$ cat config.mk
export PLATFORM = sky130hd
export DESIGN_NAME = aes_serial_io_ctrl
export DESIGN_NICKNAME = d
export VERILOG_FILES = /design/src/rtl/aes_serial_io_ctrl.sv
export SDC_FILE = /design/constraint.sdc
export NUM_CORES = 1
export LEC_CHECK = 0
export BUFFER_PORTS_ARGS = -buffer_cell sky130_fd_sc_hd__buf_2
export CORE_MARGIN = 2
export CORE_UTILIZATION = 55
export CTS_CLUSTER_DIAMETER = 200
export DETAILED_ROUTE_END_ITERATION = 8
export HOLD_SLACK_MARGIN = 0.1
export PLACE_DENSITY_LB_ADDON = 0.2
export SLEW_MARGIN = 20
export SYNTH_ARGS = -nofsm -noshare
export SYNTH_HDL_FRONTEND = slang
export SYNTH_SLANG_ARGS = --single-unit
$ cat constraint.sdc
create_clock -name clk -period 2.43 [get_ports clk]
set_input_delay 0 -clock clk [delete_from_list [all_inputs] [get_ports clk]]
set_output_delay 0 -clock clk [all_outputs]
set_load 0.1 [all_outputs]
$ cat src/rtl/aes_serial_io_ctrl.sv
// aes_serial_io_ctrl: sequences host bits into key/plaintext SIPOs, runs the core, shifts ciphertext back out.
// Optional key reuse (skip LOAD_KEY) is enabled by defining AES_KEY_REUSE_EN.
module aes_serial_io_ctrl #(
  parameter int NBITS   = 128,
  parameter int TIMEOUT = 64
) (
  input  logic clk,
  input  logic reset,
  input  logic frame_start,
`ifdef AES_KEY_REUSE_EN
  input  logic key_reuse,
`endif
  input  logic in_valid,
  output logic in_ready,
  output logic key_wr_en,
  output logic pt_wr_en,
  output logic aes_start,
  input  logic aes_done,
  output logic ct_load,
  output logic ct_shift_en,
  output logic out_valid,
  input  logic out_ready,
  output logic busy,
  output logic frame_done,
  output logic err
);
  localparam int CW = $clog2(NBITS);
  localparam int TW = TIMEOUT > 1 ? $clog2(TIMEOUT) : 1;
  typedef enum logic [2:0] {IDLE, LOAD_KEY, LOAD_PT, START, WAIT, CT_LOAD, SHIFT, DONE} state_t;
  state_t state, state_nx;
  logic [CW-1:0] cnt, cnt_nx;
  logic [TW-1:0] tcnt, tcnt_nx;
  logic err_nx, reuse, last;
`ifdef AES_KEY_REUSE_EN
  assign reuse = key_reuse;
`else
  assign reuse = 1'b0;
`endif
  assign in_ready    = state == LOAD_KEY || state == LOAD_PT;
  assign key_wr_en   = in_valid && state == LOAD_KEY;
  assign pt_wr_en    = in_valid && state == LOAD_PT;
  assign aes_start   = state == START;
  assign ct_load     = state == CT_LOAD;
  assign out_valid   = state == SHIFT;
  assign ct_shift_en = out_valid && out_ready;
  assign busy        = state != IDLE;
  assign frame_done  = state == DONE;
  assign last        = cnt == CW'(NBITS - 1);
  always_comb begin
    state_nx = state;
    cnt_nx   = (key_wr_en || pt_wr_en || ct_shift_en) ? cnt + 1'b1 : cnt;
    tcnt_nx  = tcnt;
    err_nx   = err;
    case (state)
      IDLE: if (frame_start) begin
        state_nx = reuse ? LOAD_PT : LOAD_KEY;
        cnt_nx   = '0;
        err_nx   = 1'b0;
      end
      LOAD_KEY: state_nx = in_valid && last ? LOAD_PT : state;
      LOAD_PT:  state_nx = in_valid && last ? START : state;
      START: begin
        tcnt_nx  = '0;
        state_nx = WAIT;
      end
      // a done arriving on the final timeout cycle still completes the frame
      WAIT: if (aes_done) state_nx = CT_LOAD;
        else if (tcnt == TW'(TIMEOUT - 1)) begin
          err_nx   = 1'b1;
          state_nx = IDLE;
        end else tcnt_nx = tcnt + 1'b1;
      CT_LOAD: state_nx = SHIFT;
      SHIFT:   state_nx = out_ready && last ? DONE : state;
      default: state_nx = IDLE;
    endcase
  end
  always_ff @(posedge clk or posedge reset)
    if (reset) begin
      state <= IDLE;
      cnt   <= '0;
      tcnt  <= '0;
      err   <= 1'b0;
    end else begin
      state <= state_nx;
      cnt   <= cnt_nx;
      tcnt  <= tcnt_nx;
      err   <= err_nx;
    end
endmodule

* After elaboration in Yosys (flattened, before gate mapping) *
Index checks and enable logic that the tools add are counted.

word-level totals
  word-level logic and storage cells = 55
  flip-flop bits (word level) = 17
  bits of input ports = 6

cells by class
  add/sub/neg operators = 2
  multiplexer cells = 17
  reduce and logical (&&, ||, !) cells = 15
  equal/unequal tests = 17

operator list
  operator               number
  $mux W7                3
  $pmux W3 S7            1
  $mux W3                6
  $eq A3 B3 Y1 const B   4
  $mux W6                2
  $pmux W6 S2            1
  $ne A2 B2 Y1 const B   4
  $add A7 B1 Y7 const B  1
  $eq A7 B7 Y1 const B   1
  $add A6 B1 Y6 const B  1
  $eq A3 B2 Y1 const B   2
  $eq A6 B6 Y1 const B   1
  $ne A2 B1 Y1 const B   3
  $logic_and A1 B1 Y1    5
  $reduce_and A5 Y1      1
  $reduce_and A4 Y1      1
  $reduce_bool A2 Y1     2
  $eq A3 B1 Y1 const B   1
  $logic_not A3 Y1       1
  $logic_or A1 B1 Y1     3
  $mux W1                3
  $ne A3 B3 Y1 const B   1
  $reduce_and A3 Y1      1
  $reduce_bool A3 Y1     1
  $pmux W1 S2            1

* Logic depth before layout (Yosys ltp) *
  depth in word-level cells = 7
  mapped depth = 6
  depth with buffers taken out = 5

* Least setup slack after synthesis *
No wires, ideal clock.

  kind = register to register
  start point = register state[0]
  end point = register state[0]
  path buffers = 1
  cell stages (with the launch flop) = 6
  arrival time = 2,798 ps
  required time = 2,303 ps
  setup slack = -496 ps
  setup time = 127 ps
  cells stage by stage = dfrtp_1 buf_6 nand2b_1 a21oi_1 a21bo_2 mux2_1

on the way
  word-level cells in the longest chain between the ends = 3
  elaborated cells on any way between the ends = 14

ends and longest elaborated chain
  what                                            RTL line  source
  start: declaration                              30        state_t state, state_nx;
  start signal: assignment                        84        state <= state_nx;
  $eq A3 B3 Y1 (tied with other cells)            54        case (state)
  $ne A3 B3 Y1 (no line) (tied with other cells)  --
  $reduce_and A5 Y1 (no line)                     --

Several ways; a longest one is shown, not always the timed one.
A chain may end at the register's enable or synchronous reset.

* Worst setup path after layout *
  start point = register state[2]
  end point = register tcnt[5]

on the way
  word-level cells in the longest chain between the ends = 3
  elaborated cells on any way between the ends = 7

ends and longest elaborated chain
  what                                                          RTL line  source
  $eq A3 B3 Y1 or $eq A3 B2 Y1 (tied branches)                  54
  $ne A2 B2 Y1 (no line) or $reduce_bool A2 Y1 (tied branches)  --
  $reduce_and A3 Y1 (no line)                                   --
  end signal: assignment                                        86        tcnt <= tcnt_nx;
  end: declaration                                              32        logic [TW-1:0] tcnt, tcnt_nx;

Several ways; a longest one is shown, not always the timed one.

==> results.py <==
metrics = {
    "floorplanning": {
        "die_h_um": 47.5,
        "initial_core_util_pct": 59.6,
        "fp.dieW_um": 47.5,
        "die_area_mm2": 0.00225,
        "placementRows": 15,
        "io_pins": 16,
        "fp.coreArea_mm2": 0.00175,
    },
    "placement": {
        "hpwl_mm": 1.48,
        "dp_slack_ns": 0.554,
        "gp_congestion": 0.764,
        "io_buffers": 15,
    },
    "finish": {
        "layout_common_cells": "17 x dfrtp_1, 15 x buf_2, 9 x nand2_1",
        "drive_gt1_share_pct": 21.6,
        "layout_commonest_cell": "dfrtp_1",
        "diodes": 0,
        "nFillCells": 145,
        "syn_to_final_growth_pct": 12.3,
        "nets": 134,
    },
    "cts": {
        "numCtsBuffers": 3,
        "cts_root_buffer": "clkbuf_4",
        "cts_hold_buf": 1,
        "cts_tree": "yes",
        "post_cts_buffers": 0,
        "cts_num_sinks": 17,
        "clkTransAtPathRegs_ns": 0.10,
        "cts_max_path_buffers": 2,
        "insertion_delay_ns": 0.30,
        "post_cts_resized": 0,
        "cts-htree-levels": 1,
    },
    "synth": {
        "synth_top_area_cell": "dfrtp_1",
        "ys_types": 37,
        "syn_nets": 118,
        "ys_ff_latch": 17,
        "async_flop_share_pct": 100,
        "synth-edff-count": 0,
        "synth_top_area_share_pct": 40.9,
        "postSynthAreaPerCell_um2": 9.45,
        "yosysWarnings": 0,
        "synth.cell_area_mm2": 0.00104,
        "ys.flop_type": "dfrtp_1",
        "yosysSeqAreaShare_pct": 40.9,
        "synth.area.top_cells": "dfrtp_1 41%, mux2i_1 6.7%, o21ai_0 3.9%",
        "synthCells": 110,
    },
    "timing": {
        "whs_ns": 0.123,
        "setup_ws_ns": 0.537,
        "clock_skew_ns": 0.00129,
        "period_needed_ns": 1.89,
        "setup-violations-final": 0,
        "worst_slew_pin_slew_ns": 0.637,
        "grt_setup_unrepaired": "false",
        "period_share_pct": 77.9,
        "finalSetupTns_ns": 0,
        "finalMaxSlewViolations": 0,
        "fmax_mhz": 528,
        "finalHoldViolCount": 0,
        "slew_headroom_pct": 57.5,
    },
    "pwr": {
        "leakagePower_nw": 0.564,
        "power.density_mw_per_mm2": 1300,
        "ir_drop_mv": 0.694,
    },
    "grt": {
        "antenna_found_initial": 0,
        "grt_pass1_wl_mm": 3.39,
        "grt_start_max_net_pins": 18,
        "grt_pass1_vias": 759,
        "gr-total-overflow": 0,
        "grt_util_all_layers_pct": 22.0,
    },
    "critical_path": {
        "critPathCaptureType": "flip-flop",
        "critPathKind": "reg2reg",
        "start_kind": "flip-flop",
        "crit_fanout": 17,
        "critical_path_arrival_ns": 2.12,
        "cp.required_ns": 2.66,
    },
    "routing": {
        "vias": 868,
        "wirelength_mm": 2.10,
        "via_per_inst": 5.79,
        "drc_errors": 0,
        "first_iter_violations": 17,
        "firstDrtPassIters": 4,
        "ant_nets": 0,
        "routedWlPerCell_um": 14.0,
    },
    "job": {
        "maxCapViolCount": 0,
    },
    "outcome": {
        "outcome": "finished, final reports clean",
    },
    "worst_hold_path": {
        "hp-class": "in2reg",
    },
}
sequential cells by signal, summed over array words and instances, names as in the netlist:
name,flops
cnt,7
tcnt,6
state,3
err,1
metal layers:
metal / routed length [µm] / track usage, % / share of wire [%] / vias up
met2: 884 / 31.6 / 42 / 27
met1: 1060 / 32.0 / 51 / 398
met3: 98 / 2.26 / 4.7 / 5
met5: 0 / 0 / 0 / -
met4: 51 / 13.3 / 2.4 / 0
li1: - / - / - / 438
critical path, cell delays in order, from the launching register on:
cell and delay, ns:
dfrtp_1 0.64, nor4b_4 0.35, o21ai_2 0.19, or4_1 0.49
a21oi_1 0.16
stage by stage:
step | area, µm² | total power [mW] | util [%] | instances
6_report | 1170 | 1.51 | 66.9 | 150
5_1_grt | 1170 | 1.60 | 66.9 | 150
4_1_cts | 1170 | 1.52 | 66.9 | 150
3_5_place_dp | 1130 | 1.36 | 64.7 | 145
3_3_place_gp | 1130 | 1.33 | 64.7 | 145
2_1_floorplan | 1050 | 1.24 | - | 110
synth_stat cells (2+ instances only):
| cell type | count |
|---|---|
| nand2b_1 | 6 |
| nand3_1 | 2 |
| nand4_1 | 6 |
| and4_1 | 2 |
| mux2i_1 | 7 |
| nand3b_1 | 2 |
| dfrtp_1 | 17 |
| inv_1 | 4 |
| o21ai_0 | 8 |
| a31oi_1 | 2 |
| nor2_1 | 9 |
| or4_1 | 2 |
| a21oi_1 | 5 |
| o211ai_1 | 2 |
| clkbuf_1 | 3 |
| ha_1 | 2 |
| and3_1 | 3 |
| nand2_1 | 9 |
area by class of cell:
type                            instances  area [µm²]  area share, %
Timing Repair Buffer                   16        85.1           7.29
Multi-Input combinational cell         84         583           49.9
Clock buffer                            3        22.5           1.93
Inverter                                4        15.0           1.29
Clock inverter                          1        5.00          0.429
Sequential cell                        17         425           36.4
Tap cell                               25        31.3           2.68
path summary, 6_finish.rpt:
check / start / end / slack (ns) / depth (start not counted)
setup reg to reg: state[2] / tcnt[5] / 0.54 / 4
hold reg to reg: cnt[3] / cnt[3] / 0.52 / 1
hold / removal: aes_done / err / 0.12 / 4
min in group asynchronous: reset / tcnt[0] / 0.31 / 3
max in group asynchronous: reset / cnt[6] / 1.71 / 3
setup / recovery: state[2] / tcnt[5] / 0.54 / 4
power breakdown:
part / internal [mW] / switching [mW] / leakage [nW]
clock network: 0.0615 / 0.0953 / 0.0177
registers: 0.361 / 0.140 / 0.227
logic: 0.223 / 0.633 / 0.319
cell families (layout without fill, tap and decap cells):
group                    Yosys count  count (layout)  synth area share (%)
AND/OR/NAND/NOR                   49              49                  28.4
adder cells (fa/ha/maj)            2               2                  2.41
XOR/XNOR                           2               2                  1.69
multiplexers                       9               9                  8.91
buffers and inverters              9              24                  4.09
flip-flops                        17              17                  40.9
AO/OA/AOI/OAI                     22              22                  13.6
No activity file was read; power rests on OpenSTA's default activity.
